File: src/rtl/mac_frame_pkg.sv
// mac_frame_pkg: state encoding and frame layout constants shared by the
// mac_frame_builder block and its header byte selector.
package mac_frame_pkg;

   // Frame builder sequencing states
   typedef enum logic [2:0] {
      ST_IDLE = 3'd0,
      ST_TRIG = 3'd1,
      ST_PRE  = 3'd2,
      ST_HDR  = 3'd3,
      ST_PAY  = 3'd4,
      ST_DONE = 3'd5
   } state_t;

   localparam logic [7:0] PREAMBLE_BYTE = 8'h55;
   localparam logic [7:0] SFD_BYTE      = 8'hD5;

   localparam int PRE_LEN     = 8;   // 7 preamble bytes + SFD
   localparam int MAC_HDR_LEN = 14;  // dst(6) + src(6) + EtherType(2)
   localparam int SEQ_HDR_LEN = 4;   // frame counter(2) + payload length(2)

endpackage

File: src/rtl/mac_hdr_sel.sv
// mac_hdr_sel: combinational selector returning one Ethernet header byte
// for a given header index. Indices 0..13 cover dst/src MAC and EtherType,
// 14..17 the optional sequence header; anything else returns 0.
module mac_hdr_sel (
   input  logic [4:0]  i_idx,
   input  logic [47:0] i_dst_mac,
   input  logic [47:0] i_src_mac,
   input  logic [15:0] i_ethertype,
   input  logic [15:0] i_seq_cnt,
   input  logic [15:0] i_seq_len,
   output logic [7:0]  o_byte
);

   // Byte mux: every multi-byte field goes out most significant byte first
   always_comb begin
      o_byte = 8'h00;
      case (i_idx)
         5'd0:    o_byte = i_dst_mac[47:40];
         5'd1:    o_byte = i_dst_mac[39:32];
         5'd2:    o_byte = i_dst_mac[31:24];
         5'd3:    o_byte = i_dst_mac[23:16];
         5'd4:    o_byte = i_dst_mac[15:8];
         5'd5:    o_byte = i_dst_mac[7:0];
         5'd6:    o_byte = i_src_mac[47:40];
         5'd7:    o_byte = i_src_mac[39:32];
         5'd8:    o_byte = i_src_mac[31:24];
         5'd9:    o_byte = i_src_mac[23:16];
         5'd10:   o_byte = i_src_mac[15:8];
         5'd11:   o_byte = i_src_mac[7:0];
         5'd12:   o_byte = i_ethertype[15:8];
         5'd13:   o_byte = i_ethertype[7:0];
         5'd14:   o_byte = i_seq_cnt[15:8];
         5'd15:   o_byte = i_seq_cnt[7:0];
         5'd16:   o_byte = i_seq_len[15:8];
         5'd17:   o_byte = i_seq_len[7:0];
         default: o_byte = 8'h00;
      endcase
   end

endmodule

File: src/rtl/mac_frame_builder.sv
// mac_frame_builder: feeds the GbE MAC transmitter. Waits for a full payload
// in the FWFT byte FIFO, pulses Trig_o, then serves preamble/SFD, Ethernet
// header and payload one byte per transmitter strobe. The FCS is added by
// the transmitter.
// Build option: define FRAME_SEQ_EN to insert a 4-byte sequence header
// (frame counter, payload length) after the EtherType.
module mac_frame_builder
   import mac_frame_pkg::*;
#(
   parameter int          PAYLOAD_LEN  = 1024,
   parameter logic [15:0] ETHERTYPE    = 16'h88B5,
   parameter int          TRIG_TIMEOUT = 63
) (
   input  logic        clk,
   input  logic        Reset_i,
   input  logic        Enable_i,
   input  logic [47:0] Dst_mac_i,
   input  logic [47:0] Src_mac_i,
   input  logic [7:0]  Src_data_i,
   input  logic        Src_empty_i,
   input  logic [13:0] Src_count_i,
   output logic        Src_rd_o,
   input  logic        Mac_busy_i,
   input  logic        Data_strobe_i,
   output logic        Trig_o,
   output logic [7:0]  Data_o,
   output logic        Last_byte_o,
   output logic [15:0] Frame_cnt_o,
   output logic        Underflow_o
);

`ifdef FRAME_SEQ_EN
   localparam int HDR_LEN = MAC_HDR_LEN + SEQ_HDR_LEN;
`else
   localparam int HDR_LEN = MAC_HDR_LEN;
`endif

   localparam logic [13:0] LP_PAY_LEN  = 14'(PAYLOAD_LEN);
   localparam logic [13:0] LP_PAY_LAST = 14'(PAYLOAD_LEN - 1);
   localparam logic [13:0] LP_PRE_LAST = 14'(PRE_LEN - 1);
   localparam logic [13:0] LP_HDR_LAST = 14'(HDR_LEN - 1);
   localparam logic [15:0] LP_SEQ_LEN  = 16'(PAYLOAD_LEN);
   localparam logic [15:0] LP_TMO_LAST = 16'(TRIG_TIMEOUT - 1);

   state_t      r_state;
   logic [13:0] r_cnt;        // index of the byte currently on Data_o within its section
   logic [15:0] r_tmo;
   logic [47:0] r_dst_mac;
   logic [47:0] r_src_mac;
   logic [7:0]  r_data;
   logic        r_trig;
   logic        r_last;
   logic        r_underflow;
   logic [15:0] r_frame_cnt;

   logic [13:0] w_cnt_inc;
   logic [4:0]  w_hdr_idx;
   logic [7:0]  w_hdr_byte;
   logic [7:0]  w_pay_byte;
   logic        w_start;
   logic        w_pay_load;

   assign w_cnt_inc = r_cnt + 14'd1;
   assign w_start   = Enable_i & ~Mac_busy_i & (Src_count_i >= LP_PAY_LEN);

   // Header index of the byte to load on the next strobe: 0 when leaving PRE
   assign w_hdr_idx = (r_state == ST_HDR) ? w_cnt_inc[4:0] : 5'd0;

   // A payload byte is fetched on the strobe that retires the last header
   // byte and on every payload strobe except the one retiring the final byte
   assign w_pay_load = Data_strobe_i &
                       (((r_state == ST_HDR) && (r_cnt == LP_HDR_LAST)) ||
                        ((r_state == ST_PAY) && (r_cnt != LP_PAY_LAST)));

   // An empty FIFO substitutes a zero byte and is never popped
   assign w_pay_byte = Src_empty_i ? 8'h00 : Src_data_i;
   assign Src_rd_o   = w_pay_load & ~Src_empty_i;

   mac_hdr_sel u_hdr_sel (
      .i_idx       (w_hdr_idx),
      .i_dst_mac   (r_dst_mac),
      .i_src_mac   (r_src_mac),
      .i_ethertype (ETHERTYPE),
      .i_seq_cnt   (r_frame_cnt),
      .i_seq_len   (LP_SEQ_LEN),
      .o_byte      (w_hdr_byte)
   );

   // Frame sequencer: trigger handshake, byte streaming and frame accounting
   always_ff @(posedge clk or posedge Reset_i) begin
      if (Reset_i) begin
         r_state     <= ST_IDLE;
         r_cnt       <= 14'd0;
         r_tmo       <= 16'd0;
         r_dst_mac   <= 48'd0;
         r_src_mac   <= 48'd0;
         r_data      <= PREAMBLE_BYTE;
         r_trig      <= 1'b0;
         r_last      <= 1'b0;
         r_frame_cnt <= 16'd0;
      end else begin
         case (r_state)
            ST_IDLE: begin
               if (w_start) begin
                  r_state   <= ST_TRIG;
                  r_dst_mac <= Dst_mac_i;
                  r_src_mac <= Src_mac_i;
                  r_data    <= PREAMBLE_BYTE;
                  r_cnt     <= 14'd0;
                  r_tmo     <= 16'd0;
                  r_trig    <= 1'b1;
                  r_last    <= 1'b0;
               end
            end
            ST_TRIG: begin
               if (Mac_busy_i) begin
                  r_trig  <= 1'b0;
                  r_state <= ST_PRE;
               end else if (r_trig) begin
                  // Drop the request after the timeout so a fresh rising edge follows
                  if (r_tmo == LP_TMO_LAST) begin
                     r_trig <= 1'b0;
                     r_tmo  <= 16'd0;
                  end else begin
                     r_tmo <= r_tmo + 16'd1;
                  end
               end else begin
                  r_trig <= 1'b1;
               end
            end
            ST_PRE: begin
               if (Data_strobe_i) begin
                  if (r_cnt == LP_PRE_LAST) begin
                     r_state <= ST_HDR;
                     r_cnt   <= 14'd0;
                     r_data  <= w_hdr_byte;
                  end else begin
                     r_cnt  <= w_cnt_inc;
                     r_data <= (w_cnt_inc == LP_PRE_LAST) ? SFD_BYTE : PREAMBLE_BYTE;
                  end
               end
            end
            ST_HDR: begin
               if (Data_strobe_i) begin
                  if (r_cnt == LP_HDR_LAST) begin
                     r_state <= ST_PAY;
                     r_cnt   <= 14'd0;
                     r_data  <= w_pay_byte;
                  end else begin
                     r_cnt  <= w_cnt_inc;
                     r_data <= w_hdr_byte;
                  end
               end
            end
            ST_PAY: begin
               if (Data_strobe_i) begin
                  if (r_cnt == LP_PAY_LAST) begin
                     r_last      <= 1'b0;
                     r_state     <= ST_DONE;
                     r_frame_cnt <= r_frame_cnt + 16'd1;
                  end else begin
                     r_cnt  <= w_cnt_inc;
                     r_data <= w_pay_byte;
                     r_last <= (w_cnt_inc == LP_PAY_LAST);
                  end
               end
            end
            ST_DONE: begin
               if (!Mac_busy_i) begin
                  r_state <= ST_IDLE;
               end
            end
            default: r_state <= ST_IDLE;
         endcase
      end
   end

   // Sticky record of any payload byte requested while the FIFO was empty
   always_ff @(posedge clk or posedge Reset_i) begin
      if (Reset_i) begin
         r_underflow <= 1'b0;
      end else if (w_pay_load & Src_empty_i) begin
         r_underflow <= 1'b1;
      end
   end

   assign Trig_o      = r_trig;
   assign Data_o      = r_data;
   assign Last_byte_o = r_last;
   assign Frame_cnt_o = r_frame_cnt;
   assign Underflow_o = r_underflow;

endmodule
File: config.mk
export PLATFORM = sky130hd
export DESIGN_NAME = mac_frame_builder
export DESIGN_NICKNAME = d
export VERILOG_FILES = /design/src/rtl/mac_frame_pkg.sv /design/src/rtl/mac_hdr_sel.sv /design/src/rtl/mac_frame_builder.sv
export SDC_FILE = /design/constraint.sdc
export NUM_CORES = 1
export LEC_CHECK = 0
export CORE_MARGIN = 8
export CORE_UTILIZATION = 25
export CTS_BUF_LIST = sky130_fd_sc_hd__clkbuf_8 sky130_fd_sc_hd__clkbuf_16
export DETAILED_ROUTE_END_ITERATION = 7
export HOLD_SLACK_MARGIN = 0.06
export SLEW_MARGIN = 10
export SYNTH_ARGS = -nofsm -noshare
export SYNTH_HDL_FRONTEND = slang
export SYNTH_SLANG_ARGS = --single-unit
File: constraint.sdc
create_clock -name clk -period 5.3 [get_ports clk]
set_input_delay 0.795 -clock clk [delete_from_list [all_inputs] [get_ports clk]]
set_output_delay 0.795 -clock clk [all_outputs]
set_load 0.02 [all_outputs]
==> metrics.md <==
| Metric | Value |
|---|---|
| Synth top area share | `46.6%` |
| Max-slew violations | `0` |
| Final period util | `between 70 and 80%` |
| Site Rows | `between 60 and 70` |
| Synth Cell Area | `approximately 8200 sq um` |
| Layout Nets | `roughly 1000` |
| Slew headroom | `between 20 and 30%` |
| Max IR drop VDD | `roughly 0.21 mV` |
| Port bufs | `141` |
| Largest net degree at the start of global routing | `between 80 and 90` |
| Endpoints failing setup | `0` |
| Clk slew on worst S/H paths | `around 0.070 ns` |
| Post-route DRC violation count | `2` |
| Die Ht | `a little under 200 um` |
| Final setup TNS | `0 ns` |
| Postcts setup bufs | `0` |
| Initial DRC count | `about 470` |
| Crit-path cells | `ha_1 > nand3_2 > nor4_4 > nand2b_1 > a21oi_1 > clkdlybuf4s50_1` |
| Crit path max fanout | `14` |
| Hold buffer count at cts | `0` |
| Chip width | `approximately 200 um` |
| Clk buf depth | `2` |
| Buffers and inverters on the worst path | `1` |
| Largest area contributor in the netlist | `dfrtp_1` |
| Element type at the critical path start | `register` |
| Finished Cell Area | `around 11000 sq um` |
| Initial core utilization | `around a quarter` |
| Commonest non-fill, non-tap cells in the layout | `dfrtp_1 (152), clkdlybuf4s50_1 (141), mux2_2 (103)` |
| Area of the core | `roughly 32000 sq um` |
| CTS tree | `done` |
| Worst EP arrival | `3.33 ns` |
| Worst Path Required | `about 4.5 ns` |
| Die ar. | `between 30000 and 40000 sq um` |
| Overflow after GRT | `0` |
| TritonRoute pass-1 iters | `8` |
| DP HPWL | `around 19 mm` |
| Area occupied by multi-input gates | `~4000 sq um` |
| PwrDens | `~450 nW/um^2` |
| Pre-CTS setup slack | `around 1.5 ns` |
| Via density | `around 4.8` |
| Total track usage | `between 10% and 20%` |
| Post-Syn Area per Cell | `11.0 sq um` |
| Remaining antenna violation count | `0` |
| Post-synth ARST share | `100%` |
| HP Class | `register to register` |
| Cell family with most CP delay | `simple AND/OR/NAND/NOR gates` |
| Clock H-tree levels | `4` |
| Max-Cap Viols | `0` |
| Commonest non-fill, non-tap cell in the layout | `dfrtp_1` |
| Layout cell share with drive strength beyond 1 | `19.7%` |
| Worst skew pair latency | `between 0.4 and 0.5 ns` |
| Cells after Synth | `between 700 and 800` |
| Worst Tran Pin Value | `around 1.1 ns` |
| First-pass GRT wire length | `around 39 mm` |
| Outcome | `finished, violations left` |
| Dominant synthesized flop cell | `dfrtp_1` |
| Minimum clock period | `4.12 ns` |
| Ports | `between 150 and 200` |
| GPL Wtd Cong | `0.851` |
| Area Overhead vs Synth | `30.4%` |
| Critical path type | `register to primary output` |
| Leak Pwr | `between 4 and 5 nW` |
| Slowest cell on crit path | `ha_1` |
| Total power | `around 0.0047 W` |
| Post-synthesis sequential area ratio | `47.9%` |
| Final hold violations | `0` |
| CTS sink count | `around 160` |
| Flops & latches, synth | `approximately 160` |
| Setup slack after layout | `about 1.2 ns` |
| Hold_ws | `slightly below 0.5 ns` |
| Yosys warns | `0` |
| Count of cell types in the netlist | `72` |
| Area contributors post-synth | `dfrtp_1 (47%), mux2_2 (14%), mux4_2 (2.2%)` |
| Vias in the first global route | `6623` |
| Num CTS Buffers | `17` |
| Post-CTS resize count | `0` |
| Failing checks | `design-rule violations` |
| Routed wire per std cell | `approximately 19 um` |
| Placed instance area | `between 10000 and 15000 sq um` |
| Seq. cell area | `roughly 4000 sq um` |
| Synth Net Count | `870` |
| Max Fclk | `between 200 and 250 MHz` |
| Root Buffer | `clkbuf_16` |
| RSZ-0062 raised after global routing | `false` |
| Fill cells | `3344` |
| CP Capture Type | `primary output` |
| Total number of vias | `6415` |
| Post-synth EDFFs | `0` |
| Clock Skew | `~0.022 ns` |
| Initial antenna violation count | `4` |
| Detailed-route wire length | `between 20 and 25 mm` |
| Slowest stage delay, CP | `about 0.60 ns` |
==> cell families after synthesis <==
| kind of cell | count (synthesis) | share of synthesized area, % |
|---|---|---|
| buf+inv | 57 | 3.13 |
| flops | 156 | 47.9 |
| simple gates | 228 | 15.5 |
| xor+xnor | 32 | 3.43 |
| compound gates | 141 | 11.6 |
| mux | 120 | 17.5 |
| fa+ha+maj | 6 | 0.920 |
==> cells in the mapped netlist (11+ instances only) <==
cell and n:
dfrtp_1 152, mux2_2 103, nand2_1 48, nor2_1 38, o21ai_0 34, nand3_1 28, a21oi_1 22, nor3_1 21
nand4_1 18, xnor2_1 18, inv_1 17, clkbuf_1 16, buf_2 14, xor2_1 14, a22oi_1 13, nor4_1 13
and3_1 11
==> where the power goes <==
part / internal, W / switching, W / leakage, nW
registers: 0.00163 / 0.000279 / 1.96
logic: 0.000805 / 0.000797 / 2.09
clock network: 0.000685 / 0.000541 / 0.285
==> path summary, 6_finish.rpt <==
| kind | start | endpoint | slack [ns] | cells after the start |
|---|---|---|---|---|
| max | r_cnt[0]$_DFFE_PP0P_ | Src_rd_o | 1.18 | 6 |
| min | Underflow_o$_DFFE_PP0P_ | Underflow_o$_DFFE_PP0P_ | 0.48 | 1 |
| max reg2reg | r_cnt[0]$_DFFE_PP0P_ | Data_o[3]$_DFFE_PP0P_ | 1.42 | 8 |
| min reg2reg | Underflow_o$_DFFE_PP0P_ | Underflow_o$_DFFE_PP0P_ | 0.48 | 1 |
| max in group asynchronous | Reset_i | r_src_mac[29]$_DFFE_PP0P_ | 3.38 | 3 |
| min in group asynchronous | Reset_i | r_src_mac[42]$_DFFE_PP0P_ | 0.89 | 2 |
==> cell type report <==
type | instances | area share, %
tap | 442 | 5.20
clock inverter | 13 | 1.22
timing repair buffer | 153 | 14.1
sequential | 156 | 36.7
antenna | 2 | 0.0470
multi-input combinational | 527 | 37.8
clock buffer | 19 | 4.26
inverter | 17 | 0.647
==> stage by stage <==
stage,util [%],instances
after floorplan,-,740
after global placement,31.1,1295
after detailed placement,31.1,1295
after CTS,32.9,1327
after global routing,32.9,1327
final,32.9,1329
==> registers in the layout, summed over array words and instances (netlist names) <==
register and count:
r_dst_mac 48, Underflow_o 1, Trig_o 1, Last_byte_o 1, r_tmo 16, Frame_cnt_o 16
Data_o 8, r_src_mac 48, r_cnt 14, r_state 3
==> routing by layer <==
metal / up-vias / track usage [%] / wire (um)
met5: - / 0 / 40
met4: 6 / 3.09 / 224
met3: 22 / 4.04 / 2180
met2: 193 / 20.3 / 11500
met1: 3179 / 17.0 / 10900
li1: 3015 / - / -
No activity file was read; power rests on OpenSTA's default activity.
